## src/rtl/button_pkg.sv

```systemverilog
// rtl/button_pkg.sv - shared types, defaults and tick conversion for the button front end
package button_pkg;

    typedef enum logic [2:0] {
        IDLE,
        PRESS1,
        HELD,
        WAIT2,
        PRESS2
    } state_t;

    localparam int DEFAULT_CLK_HZ = 12_000_000;

    function automatic int ms_to_ticks(input int clk_hz, input int ms);
        return (clk_hz / 1000) * ms;
    endfunction

endpackage

```

## src/rtl/button_press_classifier.sv

```systemverilog
// rtl/button_press_classifier.sv - classifies debounced presses as short, long or double
module button_press_classifier
    import button_pkg::*;
#(
    parameter int CLK_HZ    = DEFAULT_CLK_HZ,
    parameter int LONG_MS   = 1000,
    parameter int DOUBLE_MS = 300
) (
    input  logic       clk,
    input  logic       rst_n,
    input  logic       btn,
    output logic       short_pulse,
    output logic       long_pulse,
    output logic       double_pulse,
    output logic [7:0] event_count
);

    localparam int LONG_TICKS   = ms_to_ticks(CLK_HZ, LONG_MS);
    localparam int DOUBLE_TICKS = ms_to_ticks(CLK_HZ, DOUBLE_MS);
    localparam int MAX_TICKS    = (LONG_TICKS > DOUBLE_TICKS) ? LONG_TICKS : DOUBLE_TICKS;
    localparam int TW           = $clog2(MAX_TICKS + 1);

    localparam logic [TW-1:0] LONG_LAST   = TW'(LONG_TICKS - 1);
    localparam logic [TW-1:0] DOUBLE_LAST = TW'(DOUBLE_TICKS - 1);

    state_t        state, state_n;
    logic [TW-1:0] timer, timer_n;
    logic          btn_q;
    logic          rise, fall;
    logic          short_n, long_n, double_n;

    assign rise = btn & ~btn_q;
    assign fall = ~btn & btn_q;

    always_ff @(posedge clk or negedge rst_n) begin
        if (!rst_n) begin
            state        <= IDLE;
            timer        <= '0;
            btn_q        <= 1'b0;
            short_pulse  <= 1'b0;
            long_pulse   <= 1'b0;
            double_pulse <= 1'b0;
            event_count  <= 8'd0;
        end else begin
            state        <= state_n;
            timer        <= timer_n;
            btn_q        <= btn;
            short_pulse  <= short_n;
            long_pulse   <= long_n;
            double_pulse <= double_n;
            if (short_n || long_n || double_n)
                event_count <= event_count + 8'd1;
        end
    end

    // Edge checks come before timer checks so fall/rise win ties with the threshold.
    always_comb begin
        state_n  = state;
        short_n  = 1'b0;
        long_n   = 1'b0;
        double_n = 1'b0;
        unique case (state)
            IDLE: begin
                if (rise)
                    state_n = PRESS1;
            end
            PRESS1: begin
                if (fall) begin
                    state_n = WAIT2;
                end else if (timer == LONG_LAST) begin
                    state_n = HELD;
                    long_n  = 1'b1;
                end
            end
            HELD: begin
                if (fall)
                    state_n = IDLE;
            end
            WAIT2: begin
                if (rise) begin
                    state_n  = PRESS2;
                    double_n = 1'b1;
                end else if (timer == DOUBLE_LAST) begin
                    state_n = IDLE;
                    short_n = 1'b1;
                end
            end
            PRESS2: begin
                if (fall)
                    state_n = IDLE;
            end
            default: state_n = IDLE;
        endcase

        if (state_n != state)
            timer_n = '0;
        else if (state == PRESS1 || state == WAIT2)
            timer_n = timer + 1'b1;
        else
            timer_n = '0;
    end

endmodule

```

## config.mk

```make
export PLATFORM = sky130hd
export DESIGN_NAME = button_press_classifier
export DESIGN_NICKNAME = d
export VERILOG_FILES = /design/src/rtl/button_pkg.sv /design/src/rtl/button_press_classifier.sv
export SDC_FILE = /design/constraint.sdc
export NUM_CORES = 1
export LEC_CHECK = 0
export ABC_AREA = 1
export BUFFER_PORTS_ARGS = -buffer_cell sky130_fd_sc_hd__clkbuf_2
export CAP_MARGIN = 20
export CORE_UTILIZATION = 40
export CTS_BUF_LIST = sky130_fd_sc_hd__clkbuf_4 sky130_fd_sc_hd__clkbuf_8
export CTS_CLUSTER_DIAMETER = 100
export DETAILED_ROUTE_END_ITERATION = 8
export PLACE_DENSITY = 0.67
export REMOVE_ABC_BUFFERS = 1
export SYNTH_ARGS = -nofsm -noshare
export SYNTH_HDL_FRONTEND = slang
export SYNTH_SLANG_ARGS = --single-unit
```

## constraint.sdc

```tcl
create_clock -name clk -period 4.9 [get_ports clk]
set_input_delay 0.98 -clock clk [delete_from_list [all_inputs] [get_ports clk]]
set_output_delay 0.98 -clock clk [all_outputs]
set_load 0.01 [all_outputs]
```

Yosys cells after proc, flatten, opt, wreduce, memory -nomap -nowiden
Index checks and enable logic that the tools add are counted.

cells by class
  $mul = 0
  reductions and logical operators = 5
  bitwise operators = 4
  div/mod/pow operators = 0
  equal/unequal tests = 7
  magnitude comparators = 0
  shift-type cells = 0
  add/subtract/negate cells = 2
  muxes and demuxes = 17

operator list
  cell                                                                number
  24-bit 2-to-1 mux                                                   2
  24-bit by 1-bit adder with 24-bit output (second input constant)    1
  24-bit by 22-bit == test with 1-bit output (second input constant)  1
  24-bit == test (second input constant)                              1
  3-bit 2-to-1 mux                                                    6
  3-bit case mux with 4 select lines                                  1
  8-bit by 1-bit adder with 8-bit output (second input constant)      1
  1-bit 2-to-1 mux                                                    8
  3-bit by 2-bit == test with 1-bit output (second input constant)    2
  3-bit by 1-bit == test with 1-bit output (second input constant)    1
  3-bit == test (second input constant)                               1
  3-bit logical NOT                                                   1
  1-bit logical OR                                                    3
  3-bit inequality test                                               1
  1-bit AND                                                           2
  1-bit inverter                                                      2
  2-bit OR reduction                                                  1

word-level totals
  output and inout bits = 11
  latch bits = 0
  register bits after elaboration = 39
  logic and storage cells = 42
  bits in writable memories = 0
  input bits = 3
  bits in read-only memories = 0
  memories = 0

Longest topological paths before layout
Gate-level depths: netlist of run 1.

  word-level depth = 6
  depth in mapped cells = 13
  gate-level depth less buffers = 13

Worst setup path before layout of run 1
OpenSTA, ideal clock, no wires.

  path type = input port to flip-flop
  from = in btn
  to = reg timer[15]
  stages = 9
  path buffers = 1
  data required time = 4828 ps
  setup slack = 2916 ps
  library setup time = 72 ps
  arrival time = 1912 ps
  cell sequence = inv_1 > nor2_1 > inv_1 > nor2_1 > inv_1 > nand3_1 > nand3_2 > buf_6 > nor2_1

between the ends
  word-level cells in the longest chain between the ends = 6
  elaborated cells on any way between the ends = 10
  classes of those cells = 1 x eq/ne; 6 x mux; 3 x bitwise

RTL lines
  what                                        line                                                                                         source
  start, declared                             button_press_classifier.sv:11                                                                input logic btn,
  1-bit inverter                              button_press_classifier.sv:33                                                                assign fall = ~btn & btn_q;
  1-bit AND                                   button_press_classifier.sv:33
  3-bit 2-to-1 mux, on equally long branches  button_press_classifier.sv:76, button_press_classifier.sv:89, button_press_classifier.sv:68
  3-bit case mux with 4 select lines *        button_press_classifier.sv:62                                                                unique case (state)
  3-bit inequality test *                     button_press_classifier.sv:95                                                                if (state_n != state)
  24-bit 2-to-1 mux *                         button_press_classifier.sv:95
  named net timer_n[15]                       button_press_classifier.sv:27                                                                logic [TW-1:0] timer, timer_n;
  end signal, assigned                        button_press_classifier.sv:46                                                                timer <= timer_n;
  end, declared                               button_press_classifier.sv:27

Mark *: on every way through the listed nets, which the timed path passes. The rest lies on a longest branch.
A chain may end at the register's enable or synchronous reset.

Worst setup path after layout of run 1
  from = reg state[0]
  to = reg timer[0]

between the ends
  word-level cells in the longest chain between the ends = 5
  elaborated cells on any way between the ends = 17
  classes of those cells = 5 x eq/ne; 9 x mux; 3 x reduce/logical

RTL lines
  what                                                               line                           source
  start, declared                                                    button_press_classifier.sv:26  state_t state, state_n;
  start signal, assigned                                             button_press_classifier.sv:45  state <= state_n;
  3-bit == test, or another cell as far along                        button_press_classifier.sv:62
  2-bit OR reduction (no source line), or another cell as far along  -
  3-bit case mux with 4 select lines *                               button_press_classifier.sv:62
  named net state_n[0]                                               button_press_classifier.sv:26
  3-bit inequality test *                                            button_press_classifier.sv:95
  24-bit 2-to-1 mux *                                                button_press_classifier.sv:95
  named net timer_n[0]                                               button_press_classifier.sv:27

Marks and branches as above.

==> results of run 1 <==
worst register-to-register path: stages (launching register included):
cell	delay [ns]
dfrtp_1	0.39
inv_1	0.12
nor2_4	0.37
inv_1	0.33
nor2_1	0.25
nand2_1	0.10
nand3_1	0.09
nand2_1	0.05
nand2_1	0.06
nand3_2	0.43
nor2_1	0.26
layer usage:
| metal | vias up | GRT usage (%) |
|---|---|---|
| met4 | 0 | 7.74 |
| met1 | 957 | 23.6 |
| met3 | 6 | 3.65 |
| li1 | 1038 | - |
| met2 | 19 | 29.3 |
| met5 | - | 0 |
placed cells by master (no fill, tap or decap), drive strengths merged:
cell type / instances
bufinv: 2
nand2: 77
nor3b: 1
ha: 2
o211ai: 1
o21ai: 18
clkinvlp: 1
nor2: 63
nand3b: 2
xor2: 5
nor4: 2
or2: 4
clkbuf: 18
buf: 1
nor3: 9
o21bai: 1
a21oi: 10
nand3: 25
dfrtp: 39
inv: 45
nand4: 10
sequential cells by signal (all words and copies together) (netlist names):
| register | cells |
|---|---|
| timer | 24 |
| event_count | 8 |
| state | 3 |
| btn_q | 1 |
| double_pulse | 1 |
| long_pulse | 1 |
| short_pulse | 1 |
cell families (layout without fill, tap and decap cells):
kind of cell | Yosys count | count (layout)
XOR/XNOR | 5 | 5
AO/OA/AOI/OAI | 30 | 30
buffers and inverters | 50 | 67
adder cells (fa/ha/maj) | 2 | 2
flip-flops | 39 | 39
AND/OR/NAND/NOR | 193 | 193
per-stage QoR:
step	setup WS [ns]	power [uW]	util, %	hold WS (ns)
after floorplan	2.83	606	-	0.527
after global placement	2.41	708	43.8	0.516
after detailed placement	2.32	716	43.8	0.525
after CTS	2.35	1040	46.3	0.538
after global routing	1.99	1110	46.6	0.538
final	2.34	1040	46.6	0.525
worst min path at each step:
stage	startpoint	to	slack (ns)
2_1_floorplan	timer[21]	timer[21]	0.53
3_3_place_gp	event_count[2]	event_count[2]	0.52
3_5_place_dp	event_count[0]	event_count[0]	0.53
4_1_cts	event_count[0]	event_count[0]	0.54
5_1_grt	rst_n	timer[5]	0.54
6_report	rst_n	timer[5]	0.53
where the power goes:
group	internal [uW]	switching [uW]	total, uW
clock	203	122	325
sequential	360	42.1	402
combinational	87.2	221	309
total	651	386	1040
area by class of cell:
cell class,count,area share (%)
Multi-Input combinational cell,230,43.3
Sequential cell,39,38.0
Inverter,45,6.58
Tap cell,72,3.51
Timing Repair Buffer,14,3.31
Clock buffer,5,2.68
Clock inverter,3,2.63
==> flow_summary.ini, run 1 <==
[cts]
cts_tree = built
clock_latency_ns = 0.30
ctsResizeCount = 0
cts_setup_buffers = 0
path_clk_slew_ns = 0.09
postCtsHoldBufs = 0
clockBufferDepth = 2
ctsRootBufferMaster = clkbuf_8
cts_sinks = 39
h-tree-depth = 2
cts_made_buffers = 5

[power]
cellPowerDensity_nw_per_um2 = 403
p_leak_uw = 0.00114
vdd_ir_drop_max_mv = 0.213

[timing]
rsz0062_at_grt = false
tightest_slew_ns = 0.554
setup_tns_ns = 0
fin_worst_skew_ns = 0.0162
final_hold_viol_count = 0
finalSetupViolCount = 0
max_freq_mhz = 391
final_max_slew_viol_count = 0
min_period_over_period_pct = 52.1
fin_crit_ns = 2.56
slew_headroom_pct = 63.1

[placed_design]
dp_cells = 399
numPortBuffers = 13
dp_hpwl_microns = 3470
place_congestion = 0.913
placed_area_sq_um = 2410

[worst_setup_path]
arrival_ns = 2.76
cp_num_buf_inv = 2
crit_path_frequent_cell = nand2_1
worst_path_max_delay_cell = nand3_2
max_stage_delay_ns = 0.43
path_cells = inv_1 -> nor2_4 -> inv_1 -> nor2_1 -> nand2_1 -> nand3_1 -> nand2_1 -> nand2_1 -> nand3_2 -> nor2_1
reg2reg_depth = 10
end_kind = register
r2r-end = timer[0]
crit-reg2reg-launch = state[0]
crit_cells = 10
worstSetupStartpoint = state[0]
worstPathMaxFanout = 24
critPathCapture = timer[0]
critPathTopFamily = simple AND/OR/NAND/NOR gates
rrSetupSlack_ns = 2.34
start_kind = register
critPathKind = register to register
cp.required_ns = 5.10

[min_path]
hold_class = primary input to asynchronous set/reset pin

[die]
die_y_microns = 77.8
die-area_sq_um = 6050
start_util_pct = 41.7
die_w_microns = 77.8
ioPinCount = 14
core.rowCount = 27
core_area_sq_um = 5510

[detailed_routing]
vias = 2020
drt_first_pass_iters = 4
via_per_inst = 4.95
wl_met3_microns = 104
highest_layer = met4
drc = 0
initialDrtViolationCount = 118
wl_per_cell_microns = 12.0
route.met2.wl_microns = 2290
wl_met1_microns = 2440
antenna_left = 0
drt_wl_total_microns = 4900

[status]
status = complete, no violations

[yosys]
synth_compound_area_share_pct = 6.75
syn-mean-instance-area_sq_um = 7.21
netlist_top_cells_area = dfrtp_1 42%, nand2_1 11%, nor2_1 9.1%
ys_types = 24
synth_edf_count = 0
synthAdderAreaFrac_pct = 1.09
synth_top_family_by_area = simple AND/OR/NAND/NOR gates
post-synth-top-count-cell = nand2_1
syn-instance-count = 319
ys_warn_count = 0
synth_top_area_share_pct = 42.5
async_flop_share_pct = 100
syn_area_sq_um = 2300
synth.largest_area_cell = dfrtp_1
ys_top_cells_by_count = 68 x nand2_1, 56 x nor2_1, 45 x inv_1, 39 x dfrtp_1, 24 x nand3_1
ys_seq_area_share_pct = 42.5
synthMuxAreaShare_pct = 0
synth_xor_area_share_pct = 1.91
yosys_register_bits = 39
synth-simple-area-share_pct = 38.6
synthFlopType = dfrtp_1

[global_routing]
antenna_found_initial = 0
track_usage_pct = 18.2
grt_pass1_wl_microns = 8670
grt_pass1_vias = 1902
overflow = 0
grt_max_degree = 40

[final_layout]
ff_latch_area_sq_um = 976
final-instance-count-excl-fill = 408
area_growth_syn_to_layout_pct = 11.8
final.fill_count = 534
design_area_sq_um = 2570
diodes = 0
fin_nets = 340
post_route_cells_drive_above_1_share_pct = 13.1
multiInputGateArea_sq_um = 1110

[run]
maxCapViolations = 0
Note: power is estimated with default switching activity, not from simulation.
==> run 2: changes to the inputs <==
Settings changed: ABC_AREA 1 to 0, PLACE_DENSITY 0.67 to 0.7.
Clock period 4.9 ns to 2.25 ns, I/O delays scaled along.
==> run 2 against run 1 <==
  * Die area down 12%
  * Register-to-register slack worse by 2.3 ns
  * Routed wire length down 17%
  * Fmax up 15%
  * First-iteration DRC count down 1.7%
  * Via count down 21%
  * Synthesized cell count down 38%
  * Non-clock buffer count up 14
  * Critical path depth down 4
  * Sequential power up 120%
  * Flip-flop and latch count unchanged
  * Utilization up 3.4 points
  * Critical endpoint is now event_count[1]
  * Highest routed layer unchanged
==> flow_summary.ini, run 2 <==
[status]
status = complete, no violations

[worst_setup_path]
arrival_ns = 2.40
crit-reg2reg-launch = timer[19]
end_kind = register
critPathKind = register to register
start_kind = register
rrSetupSlack_ns = 0.02
reg2reg_depth = 6
r2r-end = event_count[1]
worstSetupStartpoint = timer[19]
cp.required_ns = 2.43
worstPathMaxFanout = 6

[cts]
cts_sinks = 39
clockBufferDepth = 2
ctsRootBufferMaster = clkbuf_8
cts_made_buffers = 5
postCtsHoldBufs = 0
clock_latency_ns = 0.29
cts_tree = built
h-tree-depth = 2
path_clk_slew_ns = 0.07

[power]
clkPwrFrac_pct = 27.6
p_sw_share_pct = 32.7
switchingPower_uw = 621
comb_power_share_pct = 26.1
cellPowerDensity_nw_per_um2 = 794
vdd_ir_drop_max_mv = 0.328
p_leak_uw = 0.00100
p_int_uw = 1280
power_uw = 1900
pwr-share-seq_pct = 46.3

[min_path]
hold_class = primary input to asynchronous set/reset pin

[final_layout]
final_common_cell = dfrtp_1
design_area_sq_um = 2390
post_route_cells_drive_above_1_share_pct = 20.3
regMostFlops = timer
area_growth_syn_to_layout_pct = 18.7
largest_reg_flops = 24
final.fill_count = 453
diodes = 0
final_util_pct = 50.0
layout.cells.most_common_list = 38 x dfrtp_1, 32 x nor2_1
top_regs = timer (24), event_count (8), state (3)
final-instance-count-excl-fill = 298
fin_nets = 235

[yosys]
synth.largest_area_cell = dfrtp_1
synth_top_area_share_pct = 48.4
ys_top_cells_by_count = 39 x dfrtp_1, 32 x nor2_1, 14 x nand2_1, 14 x xnor2_1, 14 x xor2_1
ys_seq_area_share_pct = 48.4
async_flop_share_pct = 100
syn_area_sq_um = 2020
netlist_top_cells_area = dfrtp_1 48%, xnor2_1 6.1%, xor2_1 6.1%
post-synth-top-count-cell = dfrtp_1
synth_edf_count = 0
ys_types = 39
yosys_register_bits = 39
ys_warn_count = 0
syn-instance-count = 199
synthFlopType = dfrtp_1
syn-mean-instance-area_sq_um = 10.1

[detailed_routing]
vias = 1590
antenna_left = 0
drt_first_pass_iters = 4
drt_wl_total_microns = 4070
wl_met1_microns = 1990
highest_layer = met4
route.met2.wl_microns = 1910
wl_per_cell_microns = 13.7
drc = 0
via_per_inst = 5.34
initialDrtViolationCount = 116
wl_met3_microns = 96

[timing]
fin_crit_ns = 2.23
tightest_slew_ns = 0.531
slew_headroom_pct = 64.3
layout_setup_ws_ns = 0.0234
max_freq_mhz = 449
min_period_over_period_pct = 99.0
final_hold_viol_count = 0
rsz0062_at_grt = true
fin_worst_skew_ns = 0.00552
final_max_slew_viol_count = 0
finalSetupViolCount = 0

[die]
core_area_sq_um = 4790
die_y_microns = 73.0
core.rowCount = 25
die-area_sq_um = 5330
ioPinCount = 14
start_util_pct = 42.1
die_w_microns = 73.0

[global_routing]
grt_max_degree = 40
grt_pass1_wl_microns = 6920
antenna_found_initial = 0
overflow = 0
grt_pass1_vias = 1526
track_usage_pct = 17.0

[run]
maxCapViolations = 0

[placed_design]
dp_cells = 283
dp_slack_ns = 0.0987
placed_area_sq_um = 2200
place_congestion = 0.828
dp_hpwl_microns = 2720
numPortBuffers = 13
run 2: changes by cell type after synthesis, sizes merged, moves of 9 or more:
cell | before | now
xor2 | 5 | 14
o21ai | 18 | 2
nand3 | 25 | 13
xnor2 | 0 | 14
nor2 | 63 | 32
inv | 45 | 4
nand2 | 77 | 14
run 2: how the worst max path moves through the flow:
stage	to	slack (ns)	cells past startpoint
after floorplan	timer[16]	0.11	6
after global placement	event_count[1]	0.16	5
after detailed placement	event_count[1]	0.1	6
after CTS	event_count[1]	0.05	5
after global routing	event_count[1]	-0.06	7
final	event_count[1]	0.02	6
run 2: kinds of logic after synthesis:
| logic type | after synthesis | synth area share [%] |
|---|---|---|
| and+or+nand+nor | 104 | 27.6 |
| adders and majority gates | 2 | 1.24 |
| AOI/OAI and AO/OA | 17 | 7.63 |
| DFF | 39 | 48.4 |
| xor gates and xnor gates | 28 | 12.2 |
| muxes | 1 | 0.744 |
| buffers and inverters | 8 | 2.23 |
run 2: metal layers:
metal / up-vias / track usage (%)
met4: 0 / 7.19
met1: 780 / 23.3
met2: 23 / 25.9
li1: 780 / -
met5: - / 0
met3: 7 / 3.73
run 2: through the flow:
step                      setup TNS [ns]  hold WS, ns
final                                  0        0.194
after floorplan                        0        0.154
after CTS                              0        0.219
after global placement                 0        0.462
after global routing              -0.371        0.237
after detailed placement               0        0.469
run 2: layout make-up:
class                      instances  area [sq um]  area share (%)
multi-input combinational        152          1030            43.2
sequential                        39           977            40.8
timing repair buffer              28           181            7.58
clock buffer                       8           104            4.34
tap                               67          83.8            3.50
inverter                           4          15.0           0.627
run 2: critical path: stages (launching register included):
cell and delay [ns]:
dfrtp_1 0.41, nand4bb_4 0.24, or4_4 0.52, o41ai_4 0.34, buf_4 0.20, o21ai_2 0.09, mux2_4 0.32
run 2: what timing repair did:
| item | in CTS | in global routing |
|---|---|---|
| gates resized for setup | 0 | 6 |
| endpoints found under the setup margin | 0 | 26 |
| setup buffers | 0 | 7 |
run 2: power groups by stage:
stage          clock network, uW  logic (uW)  registers [uW]
6_report                     525         497             880
5_1_grt                      574         565             900
4_1_cts                      541         447             870
3_5_place_dp                   0         445             885
3_3_place_gp                   0         436             878
2_1_floorplan                  0         251             883
==> run 3: changes to the inputs <==
Settings changed: CORE_ASPECT_RATIO set to 1.2, CORE_MARGIN set to 1.5, SETUP_SLACK_MARGIN set to 0.5.
==> run 3 against run 2 <==
  * Utilization up 2.0 points
  * Routed wire length grew 16%
  * Via count grew 8.2%
  * Worst setup slack better by 0.12 ns
  * Hold slack got worse by 0.0042 ns
  * Power up 8.6%
  * Flip-flop and latch count did not move
  * Design area rose by 6.5%
==> flow_summary.ini, run 3 (synthesis gave the netlist of run 2 again) <==
[worst_setup_path]
r2r-end = timer[16]
rrSetupSlack_ns = 0.14
crit-reg2reg-launch = timer[6]
worstPathMaxFanout = 12
reg2reg_depth = 8
worst_path_max_delay_cell = or4_4
end_kind = register
arrival_ns = 2.29
critPathKind = register to register
cp_num_buf_inv = 4
start_kind = register
max_stage_delay_ns = 0.58
worstSetupStartpoint = timer[6]
path_cells = inv_1 -> or4_4 -> o41ai_4 -> buf_4 -> buf_4 -> a211o_4 -> buf_12 -> nor3_1
crit_cells = 8
critPathCapture = timer[16]
critPathTopFamily = simple AND/OR/NAND/NOR gates
crit_path_frequent_cell = buf_4
cp.required_ns = 2.43

[die]
core.rowCount = 28
die_y_microns = 80.8
start_util_pct = 41.1
ioPinCount = 14
core_area_sq_um = 4900
die-area_sq_um = 5480
die_w_microns = 67.8

[cts]
path_clk_slew_ns = 0.08
h-tree-depth = 2
clockBufferDepth = 2
cts_made_buffers = 5
cts_tree = built
cts_sinks = 39
clock_latency_ns = 0.30
ctsRootBufferMaster = clkbuf_8

[timing]
setup_tns_ns = 0
slew_headroom_pct = 59.1
max_freq_mhz = 474
final_hold_viol_count = 0
finalSetupViolCount = 0
fin_crit_ns = 2.11
layout_setup_ws_ns = 0.140
fin_worst_skew_ns = 0.0119
min_period_over_period_pct = 93.8
tightest_slew_ns = 0.609
final_max_slew_viol_count = 0
rsz0062_at_grt = true

[power]
p_leak_uw = 0.00108
vdd_ir_drop_max_mv = 0.385
cellPowerDensity_nw_per_um2 = 810
power_uw = 2070

[detailed_routing]
drt_first_pass_iters = 4
antenna_left = 0
drt_wl_total_microns = 4720
drc = 0
via_per_inst = 5.70
wl_per_cell_microns = 15.6
vias = 1720
initialDrtViolationCount = 69

[placed_design]
dp_slack_ns = 0.144
dp_cells = 278
place_congestion = 0.823
dp_hpwl_microns = 2920
placed_area_sq_um = 2210
numPortBuffers = 13

[final_layout]
design_area_sq_um = 2550
post_route_cells_drive_above_1_share_pct = 26.4
final_common_cell = dfrtp_1
final-instance-count-excl-fill = 302
top_regs = timer (24), event_count (8), state (3)
largest_reg_flops = 24
layout.cells.most_common_list = 39 x dfrtp_1, 32 x nor2_1, 23 x buf_4
fin_nets = 246
diodes = 0
area_growth_syn_to_layout_pct = 26.4
regMostFlops = timer

[global_routing]
grt_max_degree = 40
antenna_found_initial = 0
track_usage_pct = 18.1
grt_pass1_vias = 1648
grt_pass1_wl_microns = 7380
overflow = 0

[status]
status = complete, no violations

[min_path]
hold_class = primary input to asynchronous set/reset pin

[run]
maxCapViolations = 0
run 3: area by class of cell:
class,instances,area (sq um)
fillers,444,2350
multi-input cells,152,1070
flip-flops and latches,39,976
repair buffers,39,297
clock buffers,6,82.6
well taps,60,75.1
clock inverters,2,35.0
inverters,4,15.0
run 3: timing repair:
item,in CTS,in global routing
endpoints found under the setup margin,35,35
pin swaps,2,5
setup buffers,8,7
gates cloned,1,0
resized for setup,5,8
hold buffers,0,0
run 3: worst min path at each step:
stage,startpoint,endpoint,depth (start not counted)
final,rst_n,state[2],2
after global routing,rst_n,state[0],2
after CTS,rst_n,event_count[4],2
after detailed placement,event_count[7],event_count[7],1
after global placement,event_count[7],event_count[7],1
after floorplan,rst_n,btn_q,0
run 3: power by group:
part	switching (uW)	internal, uW	leakage [uW]	total (uW)
clock	249	359	0.0000612	607
combinational	316	275	0.000494	591
sequential	99.2	769	0.000524	868
run 3: through the flow:
| step | hold WS [ns] | utilization, % |
|---|---|---|
| floorplan | 0.154 | - |
| finish | 0.190 | 52.0 |
| global route | 0.240 | 52.0 |
| global placement | 0.464 | 45.2 |
| CTS | 0.212 | 50.0 |
| detailed placement | 0.486 | 45.2 |
run 3: layer usage:
| metal | wire length, microns | track usage, % | up-vias |
|---|---|---|---|
| met5 | 0 | 0 | - |
| met4 | 141 | 8.20 | 0 |
| met3 | 140 | 4.29 | 11 |
| met2 | 2500 | 32.9 | 40 |
| met1 | 1940 | 19.4 | 869 |
| li1 | - | - | 800 |
